--- src/rtl/irq_arbiter_if.sv ---
// irq_arbiter_if: event ticks, processor handshake and status between the system and irq_arbiter
interface irq_arbiter_if #(parameter int N_SRC = 4);
  logic [N_SRC-1:0] tick;
  logic             int_ack;
  logic             isr_done;
  logic             ovf_clr;
  logic             interrupt;
  logic [2:0]       src_id;
  logic [N_SRC-1:0] pending;
  logic [N_SRC-1:0] overflow;
  logic             busy;
  modport master (output tick, int_ack, isr_done, ovf_clr,
                  input interrupt, src_id, pending, overflow, busy);
  modport slave (input tick, int_ack, isr_done, ovf_clr,
                 output interrupt, src_id, pending, overflow, busy);
endinterface

--- src/rtl/irq_arbiter.sv ---
// irq_arbiter: latches event ticks as pending and serves them one at a time over a single interrupt line
module irq_arbiter #(
  parameter int N_SRC = 4,
  parameter bit RR    = 1'b1
) (
  input  logic         clk,
  input  logic         reset,
  irq_arbiter_if.slave bus
);
  typedef enum logic [1:0] {IDLE, REQ, SERVICE} state_e;
  state_e           state_q, state_d;
  logic [2:0]       src_q, src_d, rr_q, rr_d, base, off, win;
  logic [3:0]       sum;
  logic             int_q, int_d;
  logic [N_SRC-1:0] pend_q, pend_d, ovf_q, ovf_d, clr_vec, rot;
  logic [2*N_SRC-1:0] dbl;
  // Rotate pending so the search always starts at bit 0, then map back to a source index
  always_comb begin
    base = RR ? rr_q : 3'd0;
    dbl  = {pend_q, pend_q} >> base;
    rot  = dbl[N_SRC-1:0];
    off  = '0;
    for (int k = N_SRC - 1; k >= 0; k--) off = rot[k] ? 3'(k) : off;
    sum  = {1'b0, base} + {1'b0, off};
    win  = 3'(sum >= 4'(N_SRC) ? sum - 4'(N_SRC) : sum);
  end
  always_comb begin
    clr_vec = (state_q == REQ && bus.int_ack) ? N_SRC'(1) << src_q : '0;
    pend_d  = (pend_q & ~clr_vec) | bus.tick;
    ovf_d   = (bus.ovf_clr ? '0 : ovf_q) | (bus.tick & pend_q & ~clr_vec);
  end
  always_comb begin
    state_d = state_q;
    src_d   = src_q;
    rr_d    = rr_q;
    int_d   = int_q;
    case (state_q)
      IDLE: if (|pend_q) begin
        src_d   = win;
        int_d   = 1'b1;
        state_d = REQ;
      end
      REQ: if (bus.int_ack) begin
        int_d   = 1'b0;
        state_d = SERVICE;
      end
      SERVICE: if (bus.isr_done) begin
        state_d = IDLE;
        rr_d    = RR ? (src_q == 3'(N_SRC - 1) ? 3'd0 : src_q + 3'd1) : rr_q;
      end
      default: state_d = IDLE;
    endcase
  end
  always_ff @(posedge clk) begin
    if (reset) begin
      state_q <= IDLE;
      src_q   <= '0;
      rr_q    <= '0;
      int_q   <= 1'b0;
      pend_q  <= '0;
      ovf_q   <= '0;
    end else begin
      state_q <= state_d;
      src_q   <= src_d;
      rr_q    <= rr_d;
      int_q   <= int_d;
      pend_q  <= pend_d;
      ovf_q   <= ovf_d;
    end
  end
  assign bus.interrupt = int_q;
  assign bus.src_id    = src_q;
  assign bus.pending   = pend_q;
  assign bus.overflow  = ovf_q;
  assign bus.busy      = state_q != IDLE;
endmodule

--- src/flat_wrapper.sv ---
// flat-port wrapper written by rule: the top's interface ports become plain ports
module irq_arbiter_flat 
#(
  parameter int N_SRC = 4,
  parameter bit RR    = 1'b1
)
  (clk, reset, bus_tick, bus_int_ack, bus_isr_done, bus_ovf_clr, bus_interrupt, bus_src_id, bus_pending, bus_overflow, bus_busy);
  irq_arbiter_if #(.N_SRC(N_SRC)) bus_i ();
  input  logic clk;
  input  logic reset;
  input wire logic [$bits(bus_i.tick)-1:0] bus_tick;
  input wire logic [$bits(bus_i.int_ack)-1:0] bus_int_ack;
  input wire logic [$bits(bus_i.isr_done)-1:0] bus_isr_done;
  input wire logic [$bits(bus_i.ovf_clr)-1:0] bus_ovf_clr;
  output wire logic [$bits(bus_i.interrupt)-1:0] bus_interrupt;
  output wire logic [$bits(bus_i.src_id)-1:0] bus_src_id;
  output wire logic [$bits(bus_i.pending)-1:0] bus_pending;
  output wire logic [$bits(bus_i.overflow)-1:0] bus_overflow;
  output wire logic [$bits(bus_i.busy)-1:0] bus_busy;
  assign bus_i.tick = bus_tick;
  assign bus_i.int_ack = bus_int_ack;
  assign bus_i.isr_done = bus_isr_done;
  assign bus_i.ovf_clr = bus_ovf_clr;
  assign bus_interrupt = bus_i.interrupt;
  assign bus_src_id = bus_i.src_id;
  assign bus_pending = bus_i.pending;
  assign bus_overflow = bus_i.overflow;
  assign bus_busy = bus_i.busy;
  irq_arbiter #(.N_SRC(N_SRC), .RR(RR)) u_core (.clk(clk), .reset(reset), .bus(bus_i));
endmodule
--- config.mk ---
export PLATFORM = sky130hd
export DESIGN_NAME = irq_arbiter_flat
export DESIGN_NICKNAME = d
export VERILOG_FILES = /design/src/rtl/irq_arbiter_if.sv /design/src/rtl/irq_arbiter.sv /design/src/flat_wrapper.sv
export SDC_FILE = /design/constraint.sdc
export NUM_CORES = 1
export LEC_CHECK = 0
export ABC_AREA = 1
export BUFFER_PORTS_ARGS = -buffer_cell sky130_fd_sc_hd__buf_2
export CORE_UTILIZATION = 50
export CTS_CLUSTER_SIZE = 16
export DETAILED_ROUTE_END_ITERATION = 16
export HOLD_SLACK_MARGIN = 0.06
export PLACE_DENSITY = 0.76
export SLEW_MARGIN = 20
export SYNTH_ARGS = -nofsm -noshare
export SYNTH_HDL_FRONTEND = slang
export SYNTH_SLANG_ARGS = --single-unit
--- constraint.sdc ---
create_clock -name clk -period 5.1 [get_ports clk]
set_input_delay 0.255 -clock clk [delete_from_list [all_inputs] [get_ports clk]]
set_output_delay 0.255 -clock clk [all_outputs]
set_load 0.02 [all_outputs]
==> results of run 1 <==
how the worst max path moves through the flow:
| stage | startpoint | end | depth (start not counted) |
|---|---|---|---|
| 2_1_floorplan | u_core.bus.pending[1]$_SDFF_PP0_ | u_core.bus.src_id[2]$_SDFFE_PP0P_ | 14 |
| 5_1_grt | u_core.bus.pending[1]$_SDFF_PP0_ | u_core.bus.src_id[2]$_SDFFE_PP0P_ | 14 |
| 3_3_place_gp | u_core.bus.pending[1]$_SDFF_PP0_ | u_core.bus.src_id[2]$_SDFFE_PP0P_ | 14 |
| 4_1_cts | u_core.bus.pending[1]$_SDFF_PP0_ | u_core.bus.src_id[2]$_SDFFE_PP0P_ | 14 |
| 6_report | u_core.base[0]$_SDFFE_PP0P_ | u_core.bus.src_id[2]$_SDFFE_PP0P_ | 16 |
| 3_5_place_dp | u_core.base[0]$_SDFFE_PP0P_ | u_core.bus.src_id[2]$_SDFFE_PP0P_ | 16 |
cell families (layout without fill, tap and decap cells):
| family | count (synthesis) | in the layout | share of synthesized area (%) |
|---|---|---|---|
| buffers and inverters | 22 | 46 | 9.22 |
| adder cells (fa/ha/maj) | 7 | 7 | 10.6 |
| AO/OA/AOI/OAI | 28 | 28 | 16.5 |
| AND/OR/NAND/NOR | 53 | 53 | 25.7 |
| flip-flops | 17 | 17 | 38.0 |
layer usage:
layer,vias to the layer above,share of wire [%]
li1,459,-
met1,393,49
met2,48,43
met3,4,7.3
met4,0,0.67
met5,-,0
placed cells by master (no fill, tap or decap):
cell | netlist | final
o21ai_1 | 4 | 4
o21ai_0 | 2 | 2
buf_2 | 0 | 21
nor2_1 | 9 | 9
clkbuf_4 | 0 | 3
fa_1 | 1 | 1
inv_1 | 18 | 18
nand3_1 | 16 | 16
dfxtp_1 | 17 | 17
o21ai_2 | 2 | 2
nand2_2 | 1 | 1
nand3b_1 | 1 | 1
nor2_2 | 2 | 2
a21oi_1 | 20 | 20
clkinv_2 | 0 | 1
nand2_1 | 24 | 24
ha_1 | 6 | 6
inv_2 | 3 | 3
cell usage after synthesis:
cell / count / area, um2
inv_1: 18 / 67.6
o21ai_1: 4 / 20.0
dfxtp_1: 17 / 340
o21ai_2: 2 / 17.5
clkbuf_1: 1 / 3.75
o21ai_0: 2 / 10.0
inv_2: 3 / 11.3
fa_1: 1 / 20.0
nand3b_1: 1 / 7.51
ha_1: 6 / 75.1
a21oi_1: 20 / 100
nand3_1: 16 / 80.1
nand2_1: 24 / 90.1
nor2_1: 9 / 33.8
nor2_2: 2 / 12.5
nand2_2: 1 / 6.26
final cells by class:
type	count	area (um2)	area share (%)
clock buffer	3	22.5	2.14
tap	24	30.0	2.85
clock inverter	1	5.00	0.474
multi-input combinational	88	473	44.8
inverter	21	78.8	7.47
timing repair buffer	21	105	9.96
sequential	17	340	32.3
flip-flops by register name (all words and copies together), names as in the netlist:
signal	cells
u_core.base	3
u_core.bus.interrupt	1
u_core.bus.overflow	4
u_core.bus.pending	4
u_core.bus.src_id	3
u_core.state_q	2
power groups by stage:
stage / clock network, uW / logic [uW] / registers (uW)
global route: 83.6 / 90.0 / 157
CTS: 76.1 / 79.9 / 155
global placement: 0 / 77.5 / 157
finish: 74.5 / 80.4 / 155
floorplan: 0 / 45.4 / 167
detailed placement: 0 / 80.0 / 158
per-stage QoR:
| step | utilization (%) | cell area [um2] | power [uW] | setup WS (ns) |
|---|---|---|---|---|
| floorplan | - | 896 | 212 | 3.11 |
| global placement | 64.4 | 1030 | 235 | 3.09 |
| detailed placement | 64.4 | 1030 | 238 | 3.04 |
| CTS | 66.2 | 1050 | 311 | 3.00 |
| global route | 66.2 | 1050 | 331 | 2.77 |
| finish | 66.2 | 1050 | 310 | 2.97 |
critical path, stage by stage (launching register included):
cell     delay [ns]
dfxtp_1        0.49
inv_2          0.10
nand2_1        0.08
nand2_2        0.06
nand2_1        0.06
nand2_1        0.07
inv_1          0.07
nand2_1        0.05
a21oi_1        0.12
ha_1           0.18
inv_1          0.06
fa_1           0.35
inv_1          0.06
nand2_1        0.04
nor2_1         0.10
o21ai_1        0.07
a21oi_1        0.11
==> results.txt, run 1 <==
----------------------------------------------------
[Outcome]
  Result of the run ... completed

[Worst setup path]
  Type of the worst setup path ... register to register
  Register-to-register path setup slack ... just under 3 ns
  CP Data Required Time ... about 5.3 ns
  Crit Path Max Fanout ... 7
  Arrival time of the worst setup path ... approximately 2.4 ns
  Category of the worst setup path capture point ... register
  CP Launch Type ... register
  Worst reg2reg path depth ... 16
  Terminus of the critical flop-to-flop path ... u_core.bus.src_id[2]$_SDFFE_PP0P_
  Reg-to-Reg Start ... u_core.base[0]$_SDFFE_PP0P_

[Floorplan]
  Height of the die ... 44.3 um
  Core outline area ... between 1500 and 2000 um2
  Initial cell density of the core ... around 56%
  Die Outline Area ... roughly 2000 um2
  I/O Pins ... 22
  Width of the die ... 44.3 um
  Num rows ... 14

[Timing]
  Final period util ... about two fifths
  Largest clock skew in the final design ... about 0.009 ns
  Max-slew violation total from the final report ... 0
  Smallest hold slack ... about 0.17 ns
  Peak clock frequency supported by timing ... 470 MHz
  Setup violation total in the final timing report ... 0
  Final Critical Period ... between 2 and 2.5 ns
  Setup repair after global routing missed its margin ... false
  Aggregate negative setup slack ... 0 ns
  Final hold violations ... 0
  Pin slew with the least headroom to its limit ... between 0.2 and 0.3 ns
  Max-Slew Margin vs Limit ... between 80% and 90%

[Route]
  Final wirelength ... ~1900 um
  Average routed wire per standard cell ... between 10 and 15 um
  Number of DRC violations after detailed routing ... 0
  Total vias in the final route ... around 900
  Post-route antenna net violation count ... 0
  Drt pass-1 iters ... 5
  Initial DRC count ... 38
  Via-per-instance ratio ... approximately 5.2

[Logic synthesis]
  Gate Count Post-Synth ... roughly 130
  Library cells used by synthesis ... 16
  Post-synthesis register bit count ... 17
  Syn nets ... approximately 140
  Mean instance size in the synthesized netlist ... roughly 7.1 um2
  Cell area after synthesis ... 896 um2
  Sequential-to-total area share from yosys stat ... a little under two fifths
  Synthesis Warnings ... 0

[GRT]
  Overflow after GRT ... 0
  GR Util met3 ... ~7.3%
  Wire length of the first global-routing pass ... 3260 um
  Grt met1 use ... 31.2%
  Pin count of the biggest net entering global routing ... 13
  Vias in the first global route ... between 700 and 800
  Initial antenna violation count ... 0
  Total GRT Usage ... about 23%
  Gr busiest metal ... met2
  Met2 usage in global routing ... a little over a third

[Pwr]
  Power per Cell Area ... ~300 nW/um2
  Peak supply drop ... just under 0.2 mV
  Reported net switching power ... approximately 110 uW
  Internal power consumption ... just over 200 uW
  Share of power burned in registers ... 50.0%
  Lkg Pwr ... between 0.0005 and 0.0006 uW
  Share of total power in the clock network ... between 20% and 30%
  Part of the total power dissipated in combinational logic ... roughly a quarter
  Sw Share ... between 30% and 40%

[Clocking]
  Quantity of gates resized following cts ... 0
  Count of H-tree levels built during CTS ... 1
  Postcts setup bufs ... 0
  TritonCTS clock tree ... done
  Hold-fix buffers at CTS ... 0
  Clock Tree Buf Depth ... 2
  TritonCTS buffer count ... 3
  CTS sink cnt ... 17
  Clock latency on the worst-skew pair ... about 0.3 ns
  Clock edge transition at the registers on the reported setup and hold paths ... approximately 0.11 ns
  Root Buffer Master ... clkbuf_4

[Layout]
  Number of filler cells placed in the layout ... approximately 150
  Non-filler instance count after layout ... between 150 and 200
  Area delta synth->final ... 17.7%
  Number of nets in the final layout ... about 170
  Share of final-layout standard cells stronger than drive strength 1 ... between 20 and 25%
  Ant diodes ... 0

[Worst hold path]
  Hold Crit Endpoint ... u_core.bus.pending[3]$_SDFF_PP0_
  Path type of the worst min-delay path ... primary input to register
  Startpoint of the worst hold path ... bus_tick[3]
  Cell count of the worst hold path ... 3

[Placed design]
  Number of cells after detailed placement ... roughly 170
  Quantity of I/O buffers inserted on ports ... 21
  GP Congestion ... a little under 0.9
  Detailed-placement wirelength estimate ... approximately 1500 um

[Flow run]
  Maxcap violations ... 0

----------------------------------------------------
No activity file was read; power rests on OpenSTA's default activity.
==> run 2, diff against run 1 <==
Clock period 5.1 ns to 2 ns, I/O delays scaled along.
==> run 2 against run 1 <==
Effect of this change: sequential cell count stayed put; clock skew is 0.0081 ns lower; wire length is 1.1% lower; design area is 11% higher; sequential power grew to 2.5 times the previous value; fmax is 6.8% higher; clock power is 140% higher; largest cell class unchanged; combinational power grew to 2.9 times the previous value; final cell count is 5.1% higher; global-route usage is 2.1 points lower; hold slack worse by 0.075 ns.
==> results.txt, run 2 (synthesized netlist as in run 1, its figures left out) <==
----------------------------------------------------
[Worst setup path]
  CP Launch Type ... register
  Type of the worst setup path ... register to register
  Worst Setup SP ... u_core.base[0]$_SDFFE_PP0P_
  CP Data Required Time ... roughly 2.2 ns
  Crit Path Max Fanout ... 7
  Category of the worst setup path capture point ... register
  Arrival time of the worst setup path ... roughly 2.2 ns
  Reg-to-Reg Start ... u_core.base[0]$_SDFFE_PP0P_

[Flow run]
  Maxcap violations ... 0

[Layout]
  Number of nets in the final layout ... ~180
  Share of final-layout standard cells stronger than drive strength 1 ... between 30% and 40%
  Post-route standard cell area excluding fillers ... about 1200 um2
  Area delta synth->final ... 31.0%
  Ant diodes ... 0
  Most common cell after layout, fill and taps aside ... buf_2
  Top library cells by usage in the layout, fill and taps aside ... buf_2 (21), nand2_1 (19), a21oi_1 (18)

[Timing]
  Setup repair after global routing missed its margin ... true
  Smallest hold slack ... roughly 0.096 ns
  Pin slew with the least headroom to its limit ... 0.281 ns
  Final hold violations ... 0
  Max-Slew Margin vs Limit ... 81.2%
  Max-slew violation total from the final report ... 0
  Final period util ... between 90% and 100%
  Setup violation total in the final timing report ... 0
  Final Critical Period ... around 2 ns
  Largest clock skew in the final design ... 0.000853 ns
  Peak clock frequency supported by timing ... 502 MHz

[Pwr]
  Power per Cell Area ... 685 nW/um2
  Peak supply drop ... about 0.69 mV
  Total Power Consumption ... around 800 uW
  Lkg Pwr ... approximately 0.00056 uW

[Floorplan]
  Width of the die ... 44.3 um
  Core outline area ... about 1600 um2
  Initial cell density of the core ... between 50% and 60%
  Height of the die ... 44.3 um
  Die Outline Area ... just under 2000 um2
  Num rows ... 14
  I/O Pins ... 22

[Outcome]
  Result of the run ... completed

[Clocking]
  CTS sink cnt ... 17
  Clock edge transition at the registers on the reported setup and hold paths ... 0.09 ns
  TritonCTS clock tree ... done
  Root Buffer Master ... clkbuf_4
  Clock latency on the worst-skew pair ... between 0.2 and 0.3 ns
  Clock Tree Buf Depth ... 2
  Count of H-tree levels built during CTS ... 1
  TritonCTS buffer count ... 3

[GRT]
  Initial antenna violation count ... 0
  Pin count of the biggest net entering global routing ... 13
  Vias in the first global route ... between 700 and 800
  Wire length of the first global-routing pass ... 2990 um
  Overflow after GRT ... 0
  Total GRT Usage ... a little over a fifth

[Route]
  Average routed wire per standard cell ... about 10 um
  Drt pass-1 iters ... 4
  Number of DRC violations after detailed routing ... 0
  Post-route antenna net violation count ... 0
  Via-per-instance ratio ... ~5
  Total vias in the final route ... between 900 and 1k
  Initial DRC count ... 12
  Final wirelength ... 1930 um

[Placed design]
  Detailed-placement wirelength estimate ... roughly 1400 um
  Cell area after placement ... approximately 1000 um2
  Quantity of I/O buffers inserted on ports ... 21
  GP Congestion ... around 0.8

[Worst hold path]
  Path type of the worst min-delay path ... primary input to register
  Startpoint of the worst hold path ... bus_ovf_clr

----------------------------------------------------
## run 2: cell types whose count changed in the layout (fill, tap and decap cells not counted), moves of 3 or more
cell,previous run,this run
dlygate4sd3_1,0,4
buf_4,0,5
inv_1,18,15
nand2_2,1,6
dfxtp_1,17,14
nand2_1,24,19
## run 2: metrics by stage
step	worst slack, ns	setup TNS, ns	instances	utilization (%)
after CTS	0.0328	0	182	70.5
after detailed placement	-0.0368	-0.0687	174	65.9
after floorplan	0.0114	0	127	-
after global placement	-0.0225	-0.0396	174	65.9
final	0.00653	0	184	73.6
after global routing	-0.113	-0.224	184	73.6
## run 2: per-layer routing
| metal | track usage [%] | vias to the layer above | part of all wire, % |
|---|---|---|---|
| met5 | 0 | - | 0 |
| met4 | 7.27 | 0 | 0.57 |
| met3 | 8.57 | 2 | 4.2 |
| met2 | 35.0 | 26 | 47 |
| met1 | 24.3 | 413 | 48 |
| li1 | - | 481 | - |
## run 2: layout make-up
type / instances / area, um2
Timing Repair Buffer: 30 / 183
Multi-Input combinational cell: 88 / 507
Clock buffer: 4 / 26.3
Fill cell: 120 / 420
Tap cell: 24 / 30.0
Inverter: 21 / 81.3
Sequential cell: 17 / 347
## run 2: repair_timing
item                       CTS  global route
hold buffers                 4             0
gates resized for setup      3            16
hold endpoints to repair     4             0
setup endpoints to repair    2             2
buffers inserted             0             2
pin swaps                    0             8
## run 2: worst paths after layout
path / endpoint / slack, ns / depth (start not counted)
max reg2reg: u_core.bus.src_id[1]$_SDFFE_PP0P_ / 0.007 / 14
max: u_core.bus.src_id[1]$_SDFFE_PP0P_ / 0.007 / 14
min reg2reg: u_core.bus.overflow[2]$_SDFF_PP0_ / 0.46 / 2
min: u_core.bus.overflow[2]$_SDFF_PP0_ / 0.1 / 4
## run 2: report_power, final
part           total, uW  internal [uW]  leakage [uW]  switching [uW]
Clock                176           77.4     0.0000150            98.8
Sequential           391            367      0.000141            24.6
Combinational        237           90.1      0.000408             146
## run 2: worst max-delay path, stage by stage (launching register included)
cell and delay [ns]:
dfxtp_4 0.41, inv_4 0.05, nand2_2 0.05, nand2_2 0.07, nand2_2 0.06, nand2_2 0.05
inv_2 0.05, nand2_2 0.05, a21oi_2 0.13, ha_2 0.20, inv_2 0.04, fa_2 0.53
nand3_2 0.07, nand2_2 0.09, a21oi_2 0.03
